<file path="src/rtl/axicb_default_slv.sv">
// AXI4 default slave: terminates unmapped transactions with a fixed error response
// and keeps saturating counts of completed write and read bursts.
module axicb_default_slv #(
   parameter int          AXI_ID_W   = 8,
   parameter int          AXI_DATA_W = 8,
   parameter logic [1:0]  RESP_CODE  = 2'd3,
   parameter logic [63:0] RDATA_FILL = 64'd0,
   parameter int          CNT_W      = 16
) (
   input  logic                  aclk,
   input  logic                  areset,
   input  logic                  i_awvalid,
   output logic                  o_awready,
   input  logic [AXI_ID_W-1:0]   i_awid,
   input  logic                  i_wvalid,
   output logic                  o_wready,
   input  logic                  i_wlast,
   output logic                  o_bvalid,
   input  logic                  i_bready,
   output logic [AXI_ID_W-1:0]   o_bid,
   output logic [1:0]            o_bresp,
   input  logic                  i_arvalid,
   output logic                  o_arready,
   input  logic [AXI_ID_W-1:0]   i_arid,
   input  logic [7:0]            i_arlen,
   output logic                  o_rvalid,
   input  logic                  i_rready,
   output logic [AXI_ID_W-1:0]   o_rid,
   output logic [AXI_DATA_W-1:0] o_rdata,
   output logic [1:0]            o_rresp,
   output logic                  o_rlast,
   output logic [CNT_W-1:0]      o_wr_err_cnt,
   output logic [CNT_W-1:0]      o_rd_err_cnt
);

   typedef enum logic [1:0] {W_IDLE = 2'd0, W_DATA = 2'd1, W_RESP = 2'd2} w_state_t;
   typedef enum logic       {R_IDLE = 1'b0, R_DATA = 1'b1} r_state_t;

   localparam logic [AXI_DATA_W-1:0] FILL = AXI_DATA_W'(RDATA_FILL);

   function automatic logic [CNT_W-1:0] sat_inc(input logic [CNT_W-1:0] v);
      sat_inc = (v == {CNT_W{1'b1}}) ? v : v + CNT_W'(1);
   endfunction

   w_state_t              w_state_r, w_next_s;
   r_state_t              r_state_r, r_next_s;
   logic                  awready_r, wready_r, bvalid_r;
   logic                  arready_r, rvalid_r, rlast_r;
   logic [AXI_ID_W-1:0]   bid_r, rid_r;
   logic [7:0]            beat_cnt_r, beat_cnt_s;
   logic [CNT_W-1:0]      wr_cnt_r, rd_cnt_r;
   logic                  aw_hs_s, w_hs_s, b_hs_s, ar_hs_s, r_hs_s;

   assign aw_hs_s = i_awvalid & awready_r;
   assign w_hs_s  = i_wvalid  & wready_r;
   assign b_hs_s  = bvalid_r  & i_bready;
   assign ar_hs_s = i_arvalid & arready_r;
   assign r_hs_s  = rvalid_r  & i_rready;

   // Write FSM next-state decode
   always_comb begin
      w_next_s = w_state_r;
      case (w_state_r)
         W_IDLE: if (aw_hs_s) w_next_s = W_DATA; else w_next_s = W_IDLE;
         W_DATA: if (w_hs_s && i_wlast) w_next_s = W_RESP; else w_next_s = W_DATA;
         W_RESP: if (b_hs_s) w_next_s = W_IDLE; else w_next_s = W_RESP;
         default: w_next_s = W_IDLE;
      endcase
   end

   // Write state, handshake outputs derived from the next state, BID capture and count
   always_ff @(posedge aclk or posedge areset) begin
      if (areset) begin
         w_state_r <= W_IDLE;
         awready_r <= 1'b0;
         wready_r  <= 1'b0;
         bvalid_r  <= 1'b0;
         bid_r     <= '0;
         wr_cnt_r  <= '0;
      end else begin
         w_state_r <= w_next_s;
         awready_r <= (w_next_s == W_IDLE);
         wready_r  <= (w_next_s == W_DATA);
         bvalid_r  <= (w_next_s == W_RESP);
         if (aw_hs_s) bid_r <= i_awid;
         if (b_hs_s) wr_cnt_r <= sat_inc(wr_cnt_r);
      end
   end

   // Read FSM next-state and remaining-beat counter; counter holds beats left minus one
   always_comb begin
      r_next_s   = r_state_r;
      beat_cnt_s = beat_cnt_r;
      case (r_state_r)
         R_IDLE: begin
            if (ar_hs_s) begin
               r_next_s   = R_DATA;
               beat_cnt_s = i_arlen;
            end else begin
               r_next_s   = R_IDLE;
               beat_cnt_s = beat_cnt_r;
            end
         end
         R_DATA: begin
            if (r_hs_s && (beat_cnt_r == 8'd0)) begin
               r_next_s   = R_IDLE;
               beat_cnt_s = beat_cnt_r;
            end else if (r_hs_s) begin
               r_next_s   = R_DATA;
               beat_cnt_s = beat_cnt_r - 8'd1;
            end else begin
               r_next_s   = R_DATA;
               beat_cnt_s = beat_cnt_r;
            end
         end
         default: begin
            r_next_s   = R_IDLE;
            beat_cnt_s = 8'd0;
         end
      endcase
   end

   // Read state, registered R channel controls, RID capture and count
   always_ff @(posedge aclk or posedge areset) begin
      if (areset) begin
         r_state_r  <= R_IDLE;
         beat_cnt_r <= 8'd0;
         arready_r  <= 1'b0;
         rvalid_r   <= 1'b0;
         rlast_r    <= 1'b0;
         rid_r      <= '0;
         rd_cnt_r   <= '0;
      end else begin
         r_state_r  <= r_next_s;
         beat_cnt_r <= beat_cnt_s;
         arready_r  <= (r_next_s == R_IDLE);
         rvalid_r   <= (r_next_s == R_DATA);
         rlast_r    <= (r_next_s == R_DATA) && (beat_cnt_s == 8'd0);
         if (ar_hs_s) rid_r <= i_arid;
         if (r_hs_s && rlast_r) rd_cnt_r <= sat_inc(rd_cnt_r);
      end
   end

   assign o_awready    = awready_r;
   assign o_wready     = wready_r;
   assign o_bvalid     = bvalid_r;
   assign o_bid        = bid_r;
   assign o_bresp      = RESP_CODE;
   assign o_arready    = arready_r;
   assign o_rvalid     = rvalid_r;
   assign o_rid        = rid_r;
   assign o_rdata      = FILL;
   assign o_rresp      = RESP_CODE;
   assign o_rlast      = rlast_r;
   assign o_wr_err_cnt = wr_cnt_r;
   assign o_rd_err_cnt = rd_cnt_r;

endmodule

</file>
<file path="config.mk">
export PLATFORM = sky130hd
export DESIGN_NAME = axicb_default_slv
export DESIGN_NICKNAME = d
export VERILOG_FILES = /design/src/rtl/axicb_default_slv.sv
export SDC_FILE = /design/constraint.sdc
export NUM_CORES = 1
export LEC_CHECK = 0
export BUFFER_PORTS_ARGS = -buffer_cell sky130_fd_sc_hd__clkbuf_2
export CAP_MARGIN = 0
export CORE_MARGIN = 5
export CORE_UTILIZATION = 24
export CTS_CLUSTER_DIAMETER = 200
export DETAILED_ROUTE_END_ITERATION = 10
export SETUP_SLACK_MARGIN = 0.15
export SLEW_MARGIN = 5
export SYNTH_ARGS = -nofsm -noshare
export SYNTH_HDL_FRONTEND = slang
export SYNTH_SLANG_ARGS = --single-unit
</file>
<file path="constraint.sdc">
create_clock -name aclk -period 1.98 [get_ports aclk]
set_input_delay 0.198 -clock aclk [delete_from_list [all_inputs] [get_ports aclk]]
set_output_delay 0.198 -clock aclk [all_outputs]
set_load 0.03 [all_outputs]
</file>
==> metrics.md <==
| Metric | Value |
|---|---|
| Class of the tightest hold or removal check | `in -> reg` |
| Cell type group with the largest total delay on the critical path | `simple AND/OR/NAND/NOR gates` |
| Slowest library cell on the worst path | `sky130_fd_sc_hd__or4_1` |
| Wire length on met3 | `470 microns` |
| Final number of setup-violating endpoints | `1` |
| Library cell used as clock root buffer | `sky130_fd_sc_hd__clkbuf_16` |
| Inserted Diodes | `0` |
| Pin count of the biggest net entering global routing | `65` |
| Buffering stage count on the worst path with inverters included | `2` |
| Buffers from clock root to sink, at most | `2` |
| Total Die Area | `0.01505 sq mm` |
| Starting Density | `24.35%` |
| Remaining design rule violation count | `0` |
| Number of nets still failing antenna checks after routing | `0` |
| Setup repair after global routing missed its margin | `true` |
| Peak clock frequency supported by timing | `0.4945 GHz` |
| Final hold violations | `0` |
| Met2 wirelength from detailed routing | `3683 microns` |
| Area of the mapped netlist | `0.003048 sq mm` |
| Final nets | `416` |
| Final clock period utilization by the worst path | `102.1%` |
| First-pass DRT Iterations | `4` |
| Total congestion overflow after global routing | `0` |
| Type of element launching the critical path | `register` |
| Tot GR Track Use | `10.14%` |
| Cell area power density | `1315 mW/mm^2` |
| Total Power | `5.499 mW` |
| Max-cap violations | `0` |
| Share of the core filled with cells in the final layout | `33.42%` |
| Met1 wire length | `3118 microns` |
| Worst-path clk slew | `0.05 ns` |
| Boundary pin count | `98` |
| Die width | `122.7 microns` |
| Flip-flop cell with the highest count after synthesis | `sky130_fd_sc_hd__dfrtp_1` |
| Clock sink total | `64` |
| Post-DP HPWL | `5423 microns` |
| Outcome | `finished with violations` |
| Commonest cells after routing, fill and taps aside | `85 x sky130_fd_sc_hd__clkbuf_2, 62 x sky130_fd_sc_hd__dfrtp_1, 23 x sky130_fd_sc_hd__xnor2_1, 21 x sky130_fd_sc_hd__buf_4, 18 x sky130_fd_sc_hd__nand2_1` |
| Average wire per cell in the routed design | `13.23 microns` |
| Maximum vdd ir drop | `661.4 uV` |
| Worst-skew pair later-pin latency | `0.32 ns` |
| Count of synthesis-stage warnings from yosys | `0` |
| Leakage dissipation | `1.978 nW` |
| Vias per std cell | `4.370` |
| Via total after detailed routing | `2434` |
| Cell depth of the worst hold path | `2` |
| Cell breakdown of the critical path | `inv_2, ha_4, buf_4, nor3b_2, a21oi_1, mux2i_1, or4_1, nor4_2` |
| Count of unique library cells instantiated by Yosys | `44` |
| Required arrival time at the worst endpoint | `2.21 ns` |
| Syn_area_per_cell | `11.46 sq um` |
| Endpoint type of the worst setup path | `register` |
| Via count of the first global-routing pass | `2477` |
| Commonest non-fill, non-tap cell in the layout | `sky130_fd_sc_hd__clkbuf_2` |
| Sequential area share after synthesis | `52.55%` |
| Fraction of layout instances using a drive strength above 1 | `41.56%` |
| Area leader, netlist | `sky130_fd_sc_hd__dfrtp_1` |
| Async set or reset register ratio after synthesis | `100.0%` |
| Layout overhead on the synthesized area | `37.23%` |
| Number of max-slew violations in the final report | `0` |
| Detailed-route wire length | `7368 microns` |
| Die Height | `122.7 microns` |
| Failing checks | `negative setup slack` |
| Detailed router's first-iteration violation count | `105` |
| Fraction of synthesized cell area taken by the top area cell type | `52.55%` |
| Final RePlAce weighted congestion | `0.8354` |
| Longest individual stage delay on the worst path | `0.55 ns` |
| EDFF count, synth | `0` |
| Area contributors post-synth | `sky130_fd_sc_hd__dfrtp_1 53%, sky130_fd_sc_hd__xnor2_1 6.6%, sky130_fd_sc_hd__mux2_2 6.3%, sky130_fd_sc_hd__buf_4 3.2%, sky130_fd_sc_hd__nand4_1 2.9%` |
| Setup TNS | `-0.04208 ns` |
| Synthesized instance count | `266` |
| Core outline area | `0.01252 sq mm` |
| Std-Cell Rows | `41` |
| Post-Route Skew | `0.006022 ns` |
| TritonCTS buffer count | `9` |
| Number of H-tree levels | `3` |
| Clock tree from TritonCTS | `yes` |
| Flop and latch count out of synthesis | `64` |
| Number of port buffers | `85` |
| First-pass GRT wire length | `12090 microns` |
| Clock period minus worst slack | `2.022 ns` |
| Total number of cells along the worst setup path | `8` |
| Crit path arrival time | `2.25 ns` |
| Minimum setup slack in the final design | `-0.04208 ns` |
| Type of the worst setup path | `reg -> reg` |
| Highest routed layer | `met4` |
| Initial antenna violation count | `0` |
| Count of cells along the worst register-to-register path | `8` |
| Maximum fanout encountered on the critical timing path | `2` |
[final timing paths]
path / startpoint / endpoint / slack [ns]
min in group asynchronous: areset / o_wr_err_cnt[12] / 0.49
worst max register to register: beat_cnt_r[0] / o_rlast / -0.04
worst min-delay path: i_arid[5] / o_rid[5] / 0.11
worst max-delay path: beat_cnt_r[0] / o_rlast / -0.04
worst min register to register: o_wr_err_cnt[10] / o_wr_err_cnt[10] / 0.49
max in group asynchronous: areset / o_rd_err_cnt[0] / 1.20
[cells by family after synthesis]
group                      synth area share (%)
and+or+nand+nor                           18.76
DFF                                       52.55
xor gates and xnor gates                  8.621
AOI/OAI and AO/OA                         5.665
buffers and inverters                     4.926
muxes                                     7.594
adders and majority gates                 1.642
other                                    0.2464
[sequential cells by signal, summed over array words and instances, names as in the netlist, 2 cells and up]
signal and flops:
o_bid 8, o_rd_err_cnt 16, beat_cnt_r 8, o_wr_err_cnt 16, o_rid 8, w_state_r 2
[Yosys cell counts (all sizes together) (3+ instances only)]
cell    number
xnor2       23
buf         15
o21ai        4
and4         4
dfrtp       64
a21oi        5
ha           4
mux2        17
nand3       16
a211oi       6
inv          7
nor4         3
and3        10
mux2i        4
nor2         9
nand4       14
xor2         7
nand2       18
nor3         8
nor3b        4
[what timing repair did]
action | 4_1_cts | 5_1_grt
setup endpoints to repair | 13 | 16
buffers inserted | 0 | 4
cloned | 0 | 0
hold endpoints to repair | 64 | 0
hold buffers | 1 | 0
pin swaps | 2 | 7
gates resized for setup | 13 | 8
[report_power, final]
| group | leakage, nW | switching (mW) | internal (mW) |
|---|---|---|---|
| Clock | 0.134 | 0.543 | 0.973 |
| Combinational | 1.03 | 1.20 | 0.833 |
| Sequential | 0.817 | 0.286 | 1.66 |
| Total | 1.98 | 2.03 | 3.47 |
[metal layers]
metal  GRT usage, %  vias to the layer above
met5              0                        -
met4          4.479                        0
met3          3.594                        7
met2          16.23                       72
met1          12.28                     1186
li1               -                     1169
[area by class of cell]
class	instances	area (sq um)
tap	172	215.2
fill	1268	8334
inverter	7	26.28
clock inverter	3	42.54
multi-input combinational	189	1430
timing repair buffer	109	624.3
clock buffer	13	240.2
sequential	64	1604
[per-stage QoR]
step                setup WS [ns]  instance area, sq um  hold slack, ns  std cells
finish                   -0.04208                  4183          0.1086        557
global route              -0.1404                  4183         0.09716        557
detailed placement        -0.1090                  3770          0.2970        536
global placement         -0.06529                  3770          0.2817        536
floorplan                -0.05200                  3098          0.3486        276
CTS                      -0.04272                  4113         0.09188        553
(Power assumes the default switching activity.)
